File: src/rtl/tff_bank_pkg.sv
// Shared definitions for the tff_bank toggle/counter primitive.
// Holds mode encodings and the wrap-counter width.
package tff_bank_pkg;

  typedef enum logic [1:0] {
    MODE_TOGGLE = 2'd0,
    MODE_UP     = 2'd1,
    MODE_DOWN   = 2'd2,
    MODE_LOAD   = 2'd3
  } mode_e;

  localparam int unsigned WRAPCNT_W = 16;

endpackage : tff_bank_pkg

File: src/rtl/tff_bank_cell.sv
// Single T flip-flop: async active-high reset to INIT, sync clear, toggle input.
module tff_cell #(
  parameter bit INIT = 1'b0
) (
  input  logic clk,
  input  logic reset,
  input  logic clr_i,
  input  logic t_i,
  output logic q_o
);

  logic q_q;

  // NOTE: sequential state uses <= so every flop samples pre-edge values.
  always_ff @(posedge clk or posedge reset) begin
    if (reset)      q_q <= INIT;
    else if (clr_i) q_q <= INIT;
    else if (t_i)   q_q <= ~q_q;
  end

  assign q_o = q_q;

endmodule : tff_cell

File: src/rtl/tff_bank.sv
// WIDTH-bit bank of T flip-flops driven by one toggle-mask generator
// (toggle / up / down / load) with a registered terminal-count pulse.
// Optional wrap counter output enabled by macro TFF_BANK_WRAPCNT_EN.
module tff_bank
  import tff_bank_pkg::*;
#(
  parameter int unsigned          WIDTH    = 4,
  parameter logic [WIDTH-1:0]     INIT_VAL = '0,
  parameter bit                   SATURATE = 1'b0
) (
  input  logic                 clk,
  input  logic                 reset,
  input  logic                 en,
  input  logic                 clr,
  input  logic [1:0]           mode,
  input  logic [WIDTH-1:0]     t_vec,
  input  logic [WIDTH-1:0]     load_val,
  output logic [WIDTH-1:0]     q,
  output logic                 tc
`ifdef TFF_BANK_WRAPCNT_EN
  ,
  output logic [WRAPCNT_W-1:0] wrap_cnt
`endif
);

  mode_e            mode_s;
  logic [WIDTH-1:0] mask;
  logic [WIDTH-1:0] toggle;
  logic             limit_evt;
  logic             run;
  logic             tc_q, tc_d;

  assign mode_s = mode_e'(mode);

  // NOTE: every always_comb output gets a default first so no latch is inferred.
  always_comb begin
    mask = '0;
    run  = 1'b1;
    case (mode_s)
      MODE_TOGGLE: mask = t_vec;
      MODE_UP: begin
        for (int i = 0; i < int'(WIDTH); i++) begin
          mask[i] = run;
          run     = run & q[i];
        end
      end
      MODE_DOWN: begin
        for (int i = 0; i < int'(WIDTH); i++) begin
          mask[i] = run;
          run     = run & ~q[i];
        end
      end
      MODE_LOAD: mask = q ^ load_val;
    endcase
  end

  assign limit_evt = en && !clr &&
                     (((mode_s == MODE_UP)   && (&q)) ||
                      ((mode_s == MODE_DOWN) && (~|q)));

  // Saturating counters freeze at the limit instead of wrapping.
  always_comb begin
    toggle = '0;
    if (en && !(SATURATE && limit_evt)) toggle = mask;
  end

  for (genvar i = 0; i < int'(WIDTH); i++) begin : g_cell
    tff_cell #(.INIT(INIT_VAL[i])) u_cell (
      .clk   (clk),
      .reset (reset),
      .clr_i (clr),
      .t_i   (toggle[i]),
      .q_o   (q[i])
    );
  end

  // limit_evt already excludes clr, so a clear edge always schedules tc = 0.
  assign tc_d = limit_evt;

  always_ff @(posedge clk or posedge reset) begin
    if (reset) tc_q <= 1'b0;
    else       tc_q <= tc_d;
  end

  assign tc = tc_q;

`ifdef TFF_BANK_WRAPCNT_EN
  logic [WRAPCNT_W-1:0] wrap_cnt_q, wrap_cnt_d;

  always_comb begin
    wrap_cnt_d = wrap_cnt_q;
    if (clr)
      wrap_cnt_d = '0;
    else if (!SATURATE && limit_evt && (wrap_cnt_q != '1))
      wrap_cnt_d = wrap_cnt_q + 1'b1;
  end

  always_ff @(posedge clk or posedge reset) begin
    if (reset) wrap_cnt_q <= '0;
    else       wrap_cnt_q <= wrap_cnt_d;
  end

  assign wrap_cnt = wrap_cnt_q;
`endif

endmodule : tff_bank
File: config.mk
export PLATFORM = sky130hd
export DESIGN_NAME = tff_bank
export DESIGN_NICKNAME = d
export VERILOG_FILES = /design/src/rtl/tff_bank_pkg.sv /design/src/rtl/tff_bank_cell.sv /design/src/rtl/tff_bank.sv
export SDC_FILE = /design/constraint.sdc
export NUM_CORES = 1
export LEC_CHECK = 0
export ABC_CLOCK_PERIOD_IN_PS = 1500
export CAP_MARGIN = 20
export CORE_UTILIZATION = 25
export DETAILED_ROUTE_END_ITERATION = 8
export GPL_ROUTABILITY_DRIVEN = 0
export HOLD_SLACK_MARGIN = 0.12
export PLACE_DENSITY = 0.53
export SYNTH_ARGS = -nofsm -noshare
export SYNTH_HDL_FRONTEND = slang
export SYNTH_HIERARCHICAL = 1
export SYNTH_SLANG_ARGS = --single-unit
File: constraint.sdc
create_clock -name clk -period 1.5 [get_ports clk]
set_input_delay 0.45 -clock clk [delete_from_list [all_inputs] [get_ports clk]]
set_output_delay 0.45 -clock clk [all_outputs]
set_load 0.005 [all_outputs]
-- Yosys cells after proc, flatten, opt, wreduce, memory -nomap -nowiden
Cells that the tools add are included.
- register bits after elaboration: 5
- bits of input ports: 14
- output and inout bits: 5
- logic and storage cells: 41
- equal/unequal tests: 3
- mux-type cells: 10
- bitwise logic cells: 9
- reductions and logical operators: 14
- operator list (kind ; count):
    $pmux W4 S4 ; 1
    $mux W1 ; 8
    $reduce_bool A2 Y1 ; 4
    $and A1 B1 Y1 ; 4
    $eq A2 B2 Y1 const B ; 2
    $logic_and A1 B1 Y1 ; 4
    $mux W4 ; 1
    $not A1 Y1 ; 4
    $reduce_and A4 Y1 ; 1
    $reduce_or A4 Y1 ; 1
    $xor A4 B4 Y4 ; 1
    $eq A2 B1 Y1 const B ; 1
    $logic_not A1 Y1 ; 2
    $logic_not A2 Y1 ; 1
    $logic_or A1 B1 Y1 ; 1

-- Depth between registers and ports, before layout
- depth in word-level cells: 7
- mapped depth: 6
- depth with buffers taken out: 5

-- Modules after synthesis
The synthesis kept the hierarchy.
- by module, submodules not included (module ; instances ; cells an instance ; area an instance (um^2) ; seq. area each (um^2)):
    tff_bank ; 1 ; 30 ; 245.2 ; 25.0
    tff_cell ; 4 ; 4 ; 41.3 ; 25.0

-- Worst setup path after synthesis
No wires, ideal clock.
- path type: input to register
- from: in mode[0]
- to: reg g_cell[3].u_cell.q_q
- library setup time: 0.119 ns
- data arrival time: 1.277 ns
- required time: 1.381 ns
- slack: 0.104 ns
- stages on the path: 5
- path buffers: 0
- path through: nor4_2 > a211oi_1 > a311oi_1 > xnor2_1 > nor2_1
- longest elaborated chain between the ends: 4
- elaborated cells on any way between the ends: 7
- those cells by class: 3 x eq/ne; 2 x mux; 2 x reduce/logical
- ends and longest elaborated chain (element ; RTL line ; source):
    from (decl) ; tff_bank.sv:15 ; input logic [1:0] mode,
    $eq A2 B2 Y1 (tied with other cells) ; tff_bank.sv:39 ; case (mode_s)
    $pmux W4 S4 (*) ; tff_bank.sv:39 ;
    $mux W4 (*) ; tff_bank.sv:64 ; if (en && !(SATURATE && limit_evt)) toggle = mask;
    named net toggle[3] ; tff_bank.sv:28 ; logic [WIDTH-1:0] toggle;
    $reduce_bool A2 Y1 (no line) (*) ; n/a ;
    to (signal assigned) ; tff_bank_cell.sv:18 ; else if (t_i) q_q <= ~q_q;
    to (decl) ; tff_bank_cell.sv:12 ; logic q_q;
The timed path passes the listed nets; every way through them passes the cells marked *.
A chain may end at the register's enable or synchronous reset.

-- Worst setup path after layout
- from: in load_val[3]
- to: reg g_cell[3].u_cell.q_q
- longest elaborated chain between the ends: 4
- ends and longest elaborated chain (element ; RTL line ; source):
    from (decl) ; tff_bank.sv:17 ; input logic [WIDTH-1:0] load_val,
    $xor A4 B4 Y4 ; tff_bank.sv:53 ; MODE_LOAD: mask = q ^ load_val;
    $pmux W4 S4 ; tff_bank.sv:39 ;
    $mux W4 ; tff_bank.sv:64 ;
    named net toggle[3] ; tff_bank.sv:28 ;
    $reduce_bool A2 Y1 (no line) ; n/a ;
The timed path passes the listed nets, and every way through them passes these cells.

==> impl_metrics.ini <==
[grt]
grt_max_degree = 9
grt-ovfl-total = 0
gr-usage-met1 = 0.160
gr-usage-met2 = 0.194
antenna_found_initial = 0
grt_use_total = 0.134
grt_use_met3 = 0.0819
grt_pass1_wl_mm = 1.74
grt.busiest_layer = met2
grt_pass1_vias = 438

[sta]
relSlewSlack = 0.822
clock_skew_ps = 3.47
max_freq_mhz = 668
min_period_ps = 1500
whs_ps = 460
setup_tns_ps = 0
worst_pin_slew_ps = 266
final-hold-violation-count = 0
layout_setup_ws_ps = 2.75
rsz0062_at_grt = yes
finalCritPeriodShare = 0.998
slew_viol_final = 0
finalSetupViolCount = 0

[routing]
ant_nets = 0
drt_iter0_drc = 1
via_per_inst = 4.50
drc = 0
wl_per_cell_um = 10.7
num_vias = 450
routed_wl_mm = 1.07
first_pass_iters = 2

[setup_path]
reg2reg_from = g_cell[1].u_cell/q_o
critPathLaunchType = primary input
slowest_delay_ps = 470
worstPathRequired_ps = 1620
worst_setup_path_end_kind = register
cp_num_buf_inv = 1
critPathArrivalTime_ps = 1620
cp_max_fo = 1
timing.rr.end = g_cell[3].u_cell/q_o
path_cells = clkdlybuf4s50_1 > xor2_1 > a211oi_1 > a311oi_2 > xnor2_1 > nor2_1
rr_worst_depth = 6
path_delay_family = buffers and inverters
critical_path_class = in2reg
rrSetupSlack_ps = 10
crit_slowest_cell = clkdlybuf4s50_1

[outcome]
outcome = completed

[logic_synthesis]
syn-instance-count = 46
synth_nets = 60
synthDistinctLibCells = 24
synth-seq-cells = 5
synthTopCellsByArea = dfrtp_1, xnor2_1, inv_1, a311oi_1, xor2_1
yosysTopAreaCell = dfrtp_1
ys_seq_area_frac = 0.305
synth_area_um2 = 410
yosysWarnings = 6
synth_top_cell_area_share = 0.305
avgSynthCellArea_um2 = 8.92

[min_path]
min_path_type = in2async

[layout]
n_fill_cell = 149
design_area_um2 = 802
drive_gt1_frac = 0.381
final-instance-count-excl-fill = 100
nNetsFinal = 99
num_antenna_cells = 0
post-route-util = 0.526
syn_to_final_growth_pct = 95.4

[pwr]
leakagePower_nw = 0.385
total_power_mw = 0.601
peakVddDrop_mv = 0.631
power_density_mw_per_mm2 = 749

[flow_run]
cap_viol_max_count = 0

[clock_tree]
htreeDepth = 1
cts_tree = built
clock_sinks = 5
path_clk_slew_ps = 40
clock_path_buffers = 2
cts_buffers = 3
cts-root-buf = clkbuf_4
clk_latency_ps = 240

[floorplan]
die-area_mm2 = 0.00181
die_w_um = 42.5
die_y_um = 42.5
initial_core_util = 0.269
ios = 19
coreArea_mm2 = 0.00152
rows = 14

[placement]
dp_cells = 88
place_area_um2 = 669
dp_worst_setup_slack_ps = -528
portBuffers = 18
place_hpwl_um = 795
==> power by group <==
part	internal, mW	switching [mW]	total [mW]
sequential	0.151	0.00931	0.160
clock	0.100	0.0535	0.154
combinational	0.176	0.110	0.287
==> sequential cells by signal, summed over array words and instances (netlist names) <==
name	count
tc	1
g_cell.u_cell/q_o	4
==> cell type report <==
cell class                      count  area (um2)  share of cell area
Clock buffer                        4        26.3              0.0328
Inverter                            7        26.3              0.0328
Multi-Input combinational cell     32         280               0.349
Sequential cell                     5         126               0.158
Tap cell                           16        20.0              0.0250
Timing Repair Buffer               36         323               0.402
==> worst max path at each step <==
stage,startpoint,end,slack [ps],cells past startpoint
6_report,load_val[3],g_cell[3].u_cell/q_o,3,6
2_1_floorplan,mode[0],g_cell[3].u_cell/q_o,100,5
5_1_grt,g_cell[1].u_cell/q_o,g_cell[3].u_cell/q_o,-40,6
3_3_place_gp,mode[0],g_cell[3].u_cell/q_o,-450,6
3_5_place_dp,mode[0],g_cell[3].u_cell/q_o,-530,6
4_1_cts,g_cell[0].u_cell/q_o,g_cell[1].u_cell/q_o,-4,7
==> cell usage in the layout (no fill, tap or decap), drive strengths merged, types with 2 or more instances in the layout <==
cell type      instances
mux2                   2
buf                   18
a21oi                  2
dlygate4sd2            5
nand3b                 2
clkbuf                 4
a211oi                 2
a311oi                 2
dfrtp                  5
xnor2                  6
nor2                   4
inv                    7
xor2                   2
nor3                   2
clkdlybuf4s50         11
==> Yosys cell counts, drive strengths merged <==
master and count:
inv 7, xnor2 6, dfrtp 5, nor2 4, a211oi 2, a21oi 2, a311oi 2, buf 2
mux2 2, nand3b 2, nor3 2, xor2 2, a21o 1, a31oi 1, nand2 1, nand2b 1
nand4 1, nor4 1, o21ai 1, o31ai 1
==> kinds of logic after synthesis <==
kind of cell	after synthesis	synth area share
AOI/OAI and AO/OA	10	0.189
buffers and inverters	9	0.104
xor gates and xnor gates	8	0.171
muxes	2	0.0640
DFF	5	0.305
and+or+nand+nor	12	0.168
==> timing repair <==
action / in CTS / in global routing
pin swaps: 5 / 6
setup buffers: 5 / 3
endpoints found under the setup margin: 10 / 5
resized for setup: 12 / 6
cloned: 0 / 0
hold buffers: 0 / 0
==> per-layer routing <==
| layer | vias up | wire (um) |
|---|---|---|
| li1 | 237 | - |
| met1 | 200 | 475 |
| met2 | 13 | 534 |
| met3 | 0 | 57 |
| met4 | 0 | 0 |
| met5 | - | 0 |
No activity file was read; power rests on OpenSTA's default activity.
